File: src/rtl/hexseg_pkg.sv
// hexseg_pkg
// Shared constants for the hex 7-segment scanner.
//   SEG_OFF        : all segments dark (active-low pins)
//   HEX_SEG_TABLE  : active-high {g,f,e,d,c,b,a} pattern for hex digits 0..F
//   hex2seg()      : nibble -> active-high segment pattern
package hexseg_pkg;

  localparam logic [6:0] SEG_OFF = 7'h7F;

  localparam logic [6:0] HEX_SEG_TABLE [16] = '{
    7'h3F, 7'h06, 7'h5B, 7'h4F, 7'h66, 7'h6D, 7'h7D, 7'h07,
    7'h7F, 7'h6F, 7'h77, 7'h7C, 7'h39, 7'h5E, 7'h79, 7'h71
  };

  function automatic logic [6:0] hex2seg(input logic [3:0] nibble);
    return HEX_SEG_TABLE[nibble];
  endfunction

endpackage

File: src/rtl/hexseg_lzmask.sv
// hexseg_lzmask
// Combinational leading-zero detector for a packed hex word.
// Ports:
//   value   in  4*NUM_DIGITS  packed hex word, digit 0 rightmost
//   lz_mask out NUM_DIGITS    1 = digit is a leading zero (it and every
//                             higher digit are 0); digit 0 is never flagged
module hexseg_lzmask #(
  parameter int NUM_DIGITS = 4
) (
  input  logic [4*NUM_DIGITS-1:0] value,
  output logic [NUM_DIGITS-1:0]   lz_mask
);

  logic zero_run;

  // Walk from the most significant digit downwards; the run of zeros stays
  // true only while every digit seen so far is zero.
  always_comb begin
    lz_mask  = '0;
    zero_run = 1'b1;
    for (int i = NUM_DIGITS - 1; i >= 0; i--) begin
      zero_run = zero_run & (value[4*i +: 4] == 4'h0);
      if (i != 0) lz_mask[i] = zero_run;
    end
  end

endmodule

File: src/rtl/hexseg_scan.sv
// hexseg_scan
// Time-multiplexed driver for an N-digit common-anode hex 7-segment display.
// Each digit gets a slot of SCAN_DIV cycles; the first DEAD cycles of a slot
// keep every anode off to avoid ghosting. New data is captured into a pending
// register on load and only becomes visible at the frame boundary.
// Optional feature macro: HEXSEG_PWM_EN (adds brightness[3:0] duty control).
// Ports:
//   clk, rst_n   clock, asynchronous active-low reset
//   value        packed hex word (digit i = value[4i+3:4i])
//   load         capture value/blank_mask/dp_mask into pending
//   blank_mask   1 = force digit dark
//   dp_mask      1 = light decimal point of that digit
//   lz_suppress  live enable for leading-zero suppression
//   brightness   (HEXSEG_PWM_EN only) lit cycles per 16-cycle window
//   seg, dp, an  registered active-low display pins
//   frame_tick   one-cycle pulse at the start of each frame
module hexseg_scan
  import hexseg_pkg::*;
#(
  parameter int NUM_DIGITS = 4,
  parameter int SCAN_DIV   = 50000,
  parameter int DEAD       = 16
) (
  input  logic                    clk,
  input  logic                    rst_n,
  input  logic [4*NUM_DIGITS-1:0] value,
  input  logic                    load,
  input  logic [NUM_DIGITS-1:0]   blank_mask,
  input  logic [NUM_DIGITS-1:0]   dp_mask,
  input  logic                    lz_suppress,
`ifdef HEXSEG_PWM_EN
  input  logic [3:0]              brightness,
`endif
  output logic [6:0]              seg,
  output logic                    dp,
  output logic [NUM_DIGITS-1:0]   an,
  output logic                    frame_tick
);

  localparam int CW = $clog2(SCAN_DIV);
  localparam int IW = (NUM_DIGITS > 1) ? $clog2(NUM_DIGITS) : 1;
  localparam logic [CW-1:0] CNT_LAST = CW'(SCAN_DIV - 1);
  localparam logic [CW-1:0] CNT_DEAD = CW'(DEAD);
  localparam logic [IW-1:0] IDX_LAST = IW'(NUM_DIGITS - 1);

  logic [CW-1:0]             cnt_q, cnt_d;
  logic [IW-1:0]             idx_q, idx_d;
  logic [4*NUM_DIGITS-1:0]   pend_value_q, pend_value_d;
  logic [NUM_DIGITS-1:0]     pend_blank_q, pend_blank_d;
  logic [NUM_DIGITS-1:0]     pend_dp_q, pend_dp_d;
  logic [4*NUM_DIGITS-1:0]   act_value_q, act_value_d;
  logic [NUM_DIGITS-1:0]     act_blank_q, act_blank_d;
  logic [NUM_DIGITS-1:0]     act_dp_q, act_dp_d;
  logic [6:0]                seg_q, seg_d;
  logic                      dp_q, dp_d;
  logic [NUM_DIGITS-1:0]     an_q, an_d;
  logic                      frame_tick_q, frame_tick_d;

  logic [NUM_DIGITS-1:0]     lz_mask;
  logic                      slot_wrap;
  logic                      frame_end;
  logic                      pwm_on;
  logic                      digit_dark;

  hexseg_lzmask #(.NUM_DIGITS(NUM_DIGITS)) u_lzmask (
    .value   (act_value_q),
    .lz_mask (lz_mask)
  );

  // Scan position, pending capture and frame-synchronous promotion of the
  // pending data. A load in the boundary cycle is the one promoted.
  always_comb begin
    slot_wrap    = (cnt_q == CNT_LAST);
    frame_end    = slot_wrap && (idx_q == IDX_LAST);
    cnt_d        = slot_wrap ? '0 : cnt_q + 1'b1;
    idx_d        = idx_q;
    if (slot_wrap) idx_d = (idx_q == IDX_LAST) ? '0 : idx_q + 1'b1;

    pend_value_d = pend_value_q;
    pend_blank_d = pend_blank_q;
    pend_dp_d    = pend_dp_q;
    if (load) begin
      pend_value_d = value;
      pend_blank_d = blank_mask;
      pend_dp_d    = dp_mask;
    end

    act_value_d  = act_value_q;
    act_blank_d  = act_blank_q;
    act_dp_d     = act_dp_q;
    if (frame_end) begin
      act_value_d = pend_value_d;
      act_blank_d = pend_blank_d;
      act_dp_d    = pend_dp_d;
    end
    frame_tick_d = frame_end;
  end

  // Pin values for the current scan position; they reach the pins one cycle
  // later through the output registers.
  always_comb begin
`ifdef HEXSEG_PWM_EN
    // Offset into the lit part of the slot never goes negative here because
    // it is only used once the dead time is over.
    pwm_on = (4'(cnt_q - CNT_DEAD) < brightness);
`else
    pwm_on = 1'b1;
`endif
    digit_dark = act_blank_q[idx_q] | (lz_suppress & lz_mask[idx_q]);
    seg_d      = SEG_OFF;
    dp_d       = 1'b1;
    an_d       = '1;
    if ((cnt_q >= CNT_DEAD) && pwm_on) begin
      for (int i = 0; i < NUM_DIGITS; i++) an_d[i] = (IW'(i) != idx_q);
      seg_d = digit_dark ? SEG_OFF : ~hex2seg(act_value_q[idx_q*4 +: 4]);
      dp_d  = ~act_dp_q[idx_q];
    end
  end

  always_ff @(posedge clk or negedge rst_n) begin
    if (!rst_n) begin
      cnt_q        <= '0;
      idx_q        <= '0;
      pend_value_q <= '0;
      pend_blank_q <= '0;
      pend_dp_q    <= '0;
      act_value_q  <= '0;
      act_blank_q  <= '0;
      act_dp_q     <= '0;
      seg_q        <= SEG_OFF;
      dp_q         <= 1'b1;
      an_q         <= '1;
      frame_tick_q <= 1'b0;
    end else begin
      cnt_q        <= cnt_d;
      idx_q        <= idx_d;
      pend_value_q <= pend_value_d;
      pend_blank_q <= pend_blank_d;
      pend_dp_q    <= pend_dp_d;
      act_value_q  <= act_value_d;
      act_blank_q  <= act_blank_d;
      act_dp_q     <= act_dp_d;
      seg_q        <= seg_d;
      dp_q         <= dp_d;
      an_q         <= an_d;
      frame_tick_q <= frame_tick_d;
    end
  end

  assign seg        = seg_q;
  assign dp         = dp_q;
  assign an         = an_q;
  assign frame_tick = frame_tick_q;

endmodule

File: config.mk
export PLATFORM = sky130hd
export DESIGN_NAME = hexseg_scan
export DESIGN_NICKNAME = d
export VERILOG_FILES = /design/src/rtl/hexseg_pkg.sv /design/src/rtl/hexseg_lzmask.sv /design/src/rtl/hexseg_scan.sv
export SDC_FILE = /design/constraint.sdc
export NUM_CORES = 1
export LEC_CHECK = 0
export CAP_MARGIN = 30
export CELL_PAD_IN_SITES_DETAIL_PLACEMENT = 1
export CELL_PAD_IN_SITES_GLOBAL_PLACEMENT = 2
export CORE_MARGIN = 2
export CORE_UTILIZATION = 35
export DETAILED_ROUTE_END_ITERATION = 8
export PLACE_DENSITY = 0.75
export SETUP_SLACK_MARGIN = 0.2
export SLEW_MARGIN = 20
export SYNTH_ARGS = -nofsm -noshare
export SYNTH_HDL_FRONTEND = slang
export SYNTH_SLANG_ARGS = --single-unit
export TNS_END_PERCENT = 30
File: constraint.sdc
create_clock -name clk -period 2.05 [get_ports clk]
set_input_delay 0.205 -clock clk [delete_from_list [all_inputs] [get_ports clk]]
set_output_delay 0.205 -clock clk [all_outputs]
set_load 0.1 [all_outputs]
==> flow_metrics.tcl, run 1 <==
set metrics [dict create \
    worstSetupEndpointType "flip-flop" \
    die_h_um 106 \
    run_status "complete, no violations" \
    io_pins 41 \
    max_stage_delay_ps 580 \
    rows 37 \
    critPathRequiredTime_ps 2290 \
    hold_class "in -> async" \
    rsz0062_at_grt "true" \
    crit_chain "or4_4, nor4_4, nand3_4, buf_12, mux2_4" \
    grt_pass1_wl_um 12700 \
    drtAntennaViolNets 0 \
    clockBufferDepth 2 \
    cts.sinks 79 \
    first_global_vias 2535 \
    crit_path_start_kind "flip-flop" \
    synth.yosys.warnings 0 \
    routedWlPerCell_um 15.8 \
    synth-seq-area-share_pct 54.2 \
    h-tree-depth 3 \
    drcViolationCount 0 \
    vias 2287 \
    grt-ovfl-total 0 \
    diodes 0 \
    yosys-top-cells-area "dfrtp_1, mux2_2, dfstp_2" \
    coreArea_um2 10300 \
    min_period_ps 1980 \
    async_reset_ff_share_pct 100 \
    grt_max_degree 47 \
    cts_tree "yes" \
    synth.distinct_cells 39 \
    synth_edf_count 0 \
    dr.pass1.iters 3 \
    maxSlewHeadroom_pct 70.2 \
    reg2regPathDepth 5 \
    ys_ff_latch 79 \
    syn_area_um2 3680 \
    utilization_pct 44.3 \
    syn2layout_area_growth_pct 23.9 \
    fin_crit_sh_pct 96.5 \
    synth_cells 273 \
    critical_path_class "reg -> reg" \
    die_w_um 106 \
    wirelength_um 7440 \
    antenna_found_initial 0 \
    grt_usage_pct 14.5 \
    cts_resized 0 \
    start_util_pct 35.8 \
    yosysTopAreaCellShare_pct 45.6 \
    finalClockSkew_ps 14.1 \
    fill_cells 1077 \
    crit_slowest_cell "or4_4" \
    final_nets 370 \
    worstPathMaxFanout 24 \
    dp_hpwl_um 5330 \
    syn_avg_cell_area_um2 13.5 \
    finalHoldViolCount 0 \
    clockRootBuffer "clkbuf_8" \
    yosys.area.top_type "dfrtp_1" \
    drt_iter0_markers 33 \
    layout-drive-gt1-share_pct 36.1 \
    ir_drop_uv 268 \
    syn_nets 313 \
    leakagePower_nw 2.05 \
    fin_tns_setup_ps 0 \
    worstMarginPinSlew_ps 447 \
    setup_violations 0 \
    arrival_ps 2210 \
    place_congestion 0.744 \
    synthFlopType "dfrtp_1" \
    max_freq_mhz 506 \
    cap_violations 0 \
    numCtsBuffers 9 \
    vias_per_cell 4.86 \
    io_buffer_count 40 \
    maxSlewViolCount 0 \
    die-area_um2 11300 \
    clk_pin_slew_ps 100 \
    clkLatencyLatePin_ps 360 \
    powerDensity_nw_per_um2 754 \
]
-- power by group --
group / leakage, nW / internal [mW] / switching [mW]
Combinational: 0.972 / 0.180 / 0.239
Sequential: 0.967 / 1.65 / 0.0327
Clock: 0.111 / 0.701 / 0.629
Total: 2.05 / 2.53 / 0.901
-- final timing paths --
path,slack (ps),from,end
max in group asynchronous,1060,rst_n,an[1]
setup reg to reg,70,cnt_q[12],act_value_q[9]
setup / recovery,70,cnt_q[12],act_value_q[9]
min in group clk,480,value[14],pend_value_q[14]
hold / removal,330,rst_n,pend_value_q[0]
hold reg to reg,510,pend_dp_q[3],pend_dp_q[3]
-- cells by family (layout without fill, tap and decap cells) --
logic type,Yosys count,in the layout,synth area share (%)
buf+inv,24,86,2.96
flops,79,79,54.2
simple gates,75,75,11.9
fa+ha+maj,12,12,4.08
compound gates,10,10,1.70
mux,59,59,21.9
xor+xnor,14,14,3.34
-- cells in the mapped netlist (2+ instances only) --
cell type,number
a31oi_1,2
mux2_2,30
or2_2,2
and2_1,2
mux2_4,20
nor4_1,8
mux2i_1,3
and3_1,3
dfstp_2,12
dfrtp_1,67
ha_1,12
buf_2,3
o21ai_0,3
nand4_1,11
nand2_1,10
buf_6,2
inv_1,12
o21bai_1,2
nor2_1,13
clkbuf_1,6
nand3_1,13
xor2_1,7
or4_1,3
mux4_2,6
xnor2_1,7
-- state kept, by name, indices dropped and copies added, names as in the netlist, 4 cells and up --
name / count
act_blank_q: 4
act_dp_q: 4
act_value_q: 16
an: 4
cnt_q: 16
pend_blank_q: 4
pend_dp_q: 4
pend_value_q: 16
seg: 7
-- worst max-delay path: cells and delay by family (launching register included) --
family,cells,cell delay [ps]
AND/OR/NAND/NOR,3,950
flip-flops,1,400
multiplexers,1,310
buffers and inverters,1,190
-- cells in the final DEF, fill, tap and decap left out, drive strengths merged, types with 2 or more instances in the layout --
cell type and count:
inv 15, xnor2 7, or4 4, a31oi 2, nand2 10, clkdlybuf4s50 26
nor2 13, buf 31, clkbuf 9, nor4 9, mux4 6, or2 2
nand4 11, bufinv 2, o21bai 2, xor2 7, mux2 50, and2 2
dfrtp 67, nand3 14, mux2i 3, and3 3, dfstp 12, o21ai 3
ha 12
-- metal layers --
| layer | vias up | global-route usage (%) | part of all wire [%] |
|---|---|---|---|
| li1 | 1078 | - | - |
| met1 | 1158 | 17.8 | 45 |
| met2 | 37 | 25.0 | 50 |
| met3 | 14 | 2.94 | 3.2 |
| met4 | 0 | 5.66 | 1.7 |
| met5 | - | 0 | 0 |
-- per-stage QoR --
| step | total power [mW] | instance area (um2) | worst slack, ps | cells | hold slack [ps] |
|---|---|---|---|---|---|
| 2_1_floorplan | 1.98 | 3680 | 82.9 | 273 | -90.6 |
| 3_3_place_gp | 2.13 | 4300 | 136 | 452 | 185 |
| 3_5_place_dp | 2.14 | 4300 | 76.9 | 452 | 184 |
| 4_1_cts | 3.48 | 4550 | 63.2 | 471 | 347 |
| 5_1_grt | 3.59 | 4550 | 8.28 | 471 | 362 |
| 6_report | 3.44 | 4550 | 71.9 | 471 | 328 |
-- timing repair --
| action | 4_1_cts | 5_1_grt |
|---|---|---|
| buffers inserted | 2 | 0 |
| hold endpoints to repair | 33 | 0 |
| hold buffers | 1 | 0 |
| setup endpoints to repair | 35 | 40 |
-- layout make-up --
class	count	area (um2)	area share, %
Timing Repair Buffer	58	541	11.9
Tap cell	136	170	3.74
Inverter	12	45.0	0.989
Multi-Input combinational cell	170	1580	34.7
Sequential cell	79	1990	43.7
Clock inverter	7	103	2.25
Clock buffer	9	124	2.72
(Power assumes the default switching activity.)
==> run 2: changes to the inputs <==
TNS_END_PERCENT = 20   (was 30)
==> flow_metrics.tcl, run 2 (synthesized netlist as in run 1, its figures left out) <==
set metrics [dict create \
    clockRootBuffer "clkbuf_8" \
    worstPathMaxFanout 24 \
    hold_class "in -> async" \
    clockBufferDepth 2 \
    max_stage_delay_ps 580 \
    start_util_pct 35.8 \
    die_h_um 106 \
    rsz0062_at_grt "true" \
    cp_num_cells 5 \
    combPwrFrac_pct 12.2 \
    fill_cells 1077 \
    crit_slowest_cell "or4_4" \
    grt_pass1_wl_um 12700 \
    rows 37 \
    grt-ovfl-total 0 \
    rrSetupSlack_ps 70 \
    die_w_um 106 \
    io_buffer_count 40 \
    syn2layout_area_growth_pct 23.9 \
    finalHoldViolCount 0 \
    drtAntennaViolNets 0 \
    dp_hpwl_um 5330 \
    vias_per_cell 4.86 \
    placed_cell_area_um2 4300 \
    leakagePower_nw 2.05 \
    routedWlPerCell_um 15.8 \
    regToRegEndpoint "act_value_q[9]" \
    p_sw_mw 0.901 \
    critPathLaunch "cnt_q[12]" \
    cts_tree "yes" \
    layout-drive-gt1-share_pct 36.1 \
    ir_drop_uv 268 \
    cap_violations 0 \
    p_int_mw 2.53 \
    dr.pass1.iters 3 \
    h-tree-depth 3 \
    grt_usage_pct 14.5 \
    diodes 0 \
    powerDensity_nw_per_um2 754 \
    total_power_mw 3.44 \
    pwr-share-clk_pct 38.7 \
    use_met3_pct 2.94 \
    fin_tns_setup_ps 0 \
    crit_chain "or4_4, nor4_4, nand3_4, buf_12, mux2_4" \
    r2r-start "cnt_q[12]" \
    vias 2287 \
    first_global_vias 2535 \
    utilization_pct 44.3 \
    fin_crit_sh_pct 96.5 \
    arrival_ps 2210 \
    numCtsBuffers 9 \
    seqPwrFrac_pct 49.1 \
    final_cell_mix "dfrtp_1, mux2_2, buf_4" \
    p_sw_share_pct 26.2 \
    run_status "complete, no violations" \
    setup_violations 0 \
    worstSetupEndpointType "flip-flop" \
    busiest_layer "met2" \
    critical_path.top_delay_family "simple AND/OR/NAND/NOR gates" \
    path_buf_inv 1 \
    final_common_cell "dfrtp_1" \
    min_period_ps 1980 \
    critical_path_class "reg -> reg" \
    drt_iter0_markers 33 \
    drcViolationCount 0 \
    antenna_found_initial 0 \
    place_congestion 0.744 \
    post-route-cell-area_um2 4550 \
    grt_max_degree 47 \
    use_met1_pct 17.8 \
    clkLatencyLatePin_ps 360 \
    final_nets 370 \
    die-area_um2 11300 \
    cts_resized 0 \
    wirelength_um 7440 \
    grt_use_met2_pct 25.0 \
    top_regs "act_value_q (16), cnt_q (16), pend_value_q (16)" \
    cts.sinks 79 \
    max_freq_mhz 506 \
    maxSlewViolCount 0 \
    crit_path_start_kind "flip-flop" \
    io_pins 41 \
    finalClockSkew_ps 14.1 \
    critPathRequiredTime_ps 2290 \
    clk_pin_slew_ps 100 \
    worstMarginPinSlew_ps 447 \
    coreArea_um2 10300 \
    reg2regPathDepth 5 \
    crit_end "act_value_q[9]" \
    maxSlewHeadroom_pct 70.2 \
]
[run 2: cell counts in the layout (fill, tap and decap cells not counted)]
No cell type changed its count.
[run 2: power by group through the flow]
stage	logic (mW)	registers, mW	clock network [mW]
5_1_grt	0.453	1.70	1.44
6_report	0.419	1.69	1.33
3_3_place_gp	0.417	1.71	0
4_1_cts	0.428	1.69	1.37
3_5_place_dp	0.425	1.72	0
2_1_floorplan	0.157	1.82	0
[run 2: final cells by class]
class                      count  area, um2  share of cell area (%)
sequential                    79       1990                    43.7
multi-input combinational    170       1580                    34.7
timing repair buffer          58        541                    11.9
tap                          136        170                    3.74
clock buffer                   9        124                    2.72
clock inverter                 7        103                    2.25
inverter                      12       45.0                   0.989
[run 2: metrics by stage]
stage	instances	hold slack (ps)	setup WS, ps
finish	471	328	71.9
global route	471	362	8.28
CTS	471	347	63.2
detailed placement	452	184	76.9
global placement	452	185	136
floorplan	273	-90.6	82.9
[run 2: metal layers]
| layer | vias up | wire length [um] |
|---|---|---|
| met2 | 37 | 3750 |
| met3 | 14 | 241 |
| met5 | - | 0 |
| li1 | 1078 | - |
| met4 | 0 | 125 |
| met1 | 1158 | 3330 |
[run 2: worst min path at each step]
stage	to	slack, ps	cells past startpoint	startpoint
after global routing	pend_value_q[3]	360	2	rst_n
final	pend_value_q[0]	330	2	rst_n
after CTS	pend_value_q[0]	350	2	rst_n
after detailed placement	pend_value_q[0]	180	1	rst_n
after global placement	pend_value_q[0]	190	1	rst_n
after floorplan	act_blank_q[0]	-90	0	rst_n
[run 2: worst register-to-register path: cells and delay by family, from the launching register on]
family                 cells  cell delay [ps]
flip-flops                 1              400
buffers and inverters      1              190
multiplexers               1              330
AND/OR/NAND/NOR            3              950
[run 2: timing repair]
action / in CTS / in global routing
hold endpoints to repair: 33 / 0
hold buffers: 1 / 0
endpoints found under the setup margin: 35 / 40
setup buffers: 2 / 0
gates cloned: 0 / 0
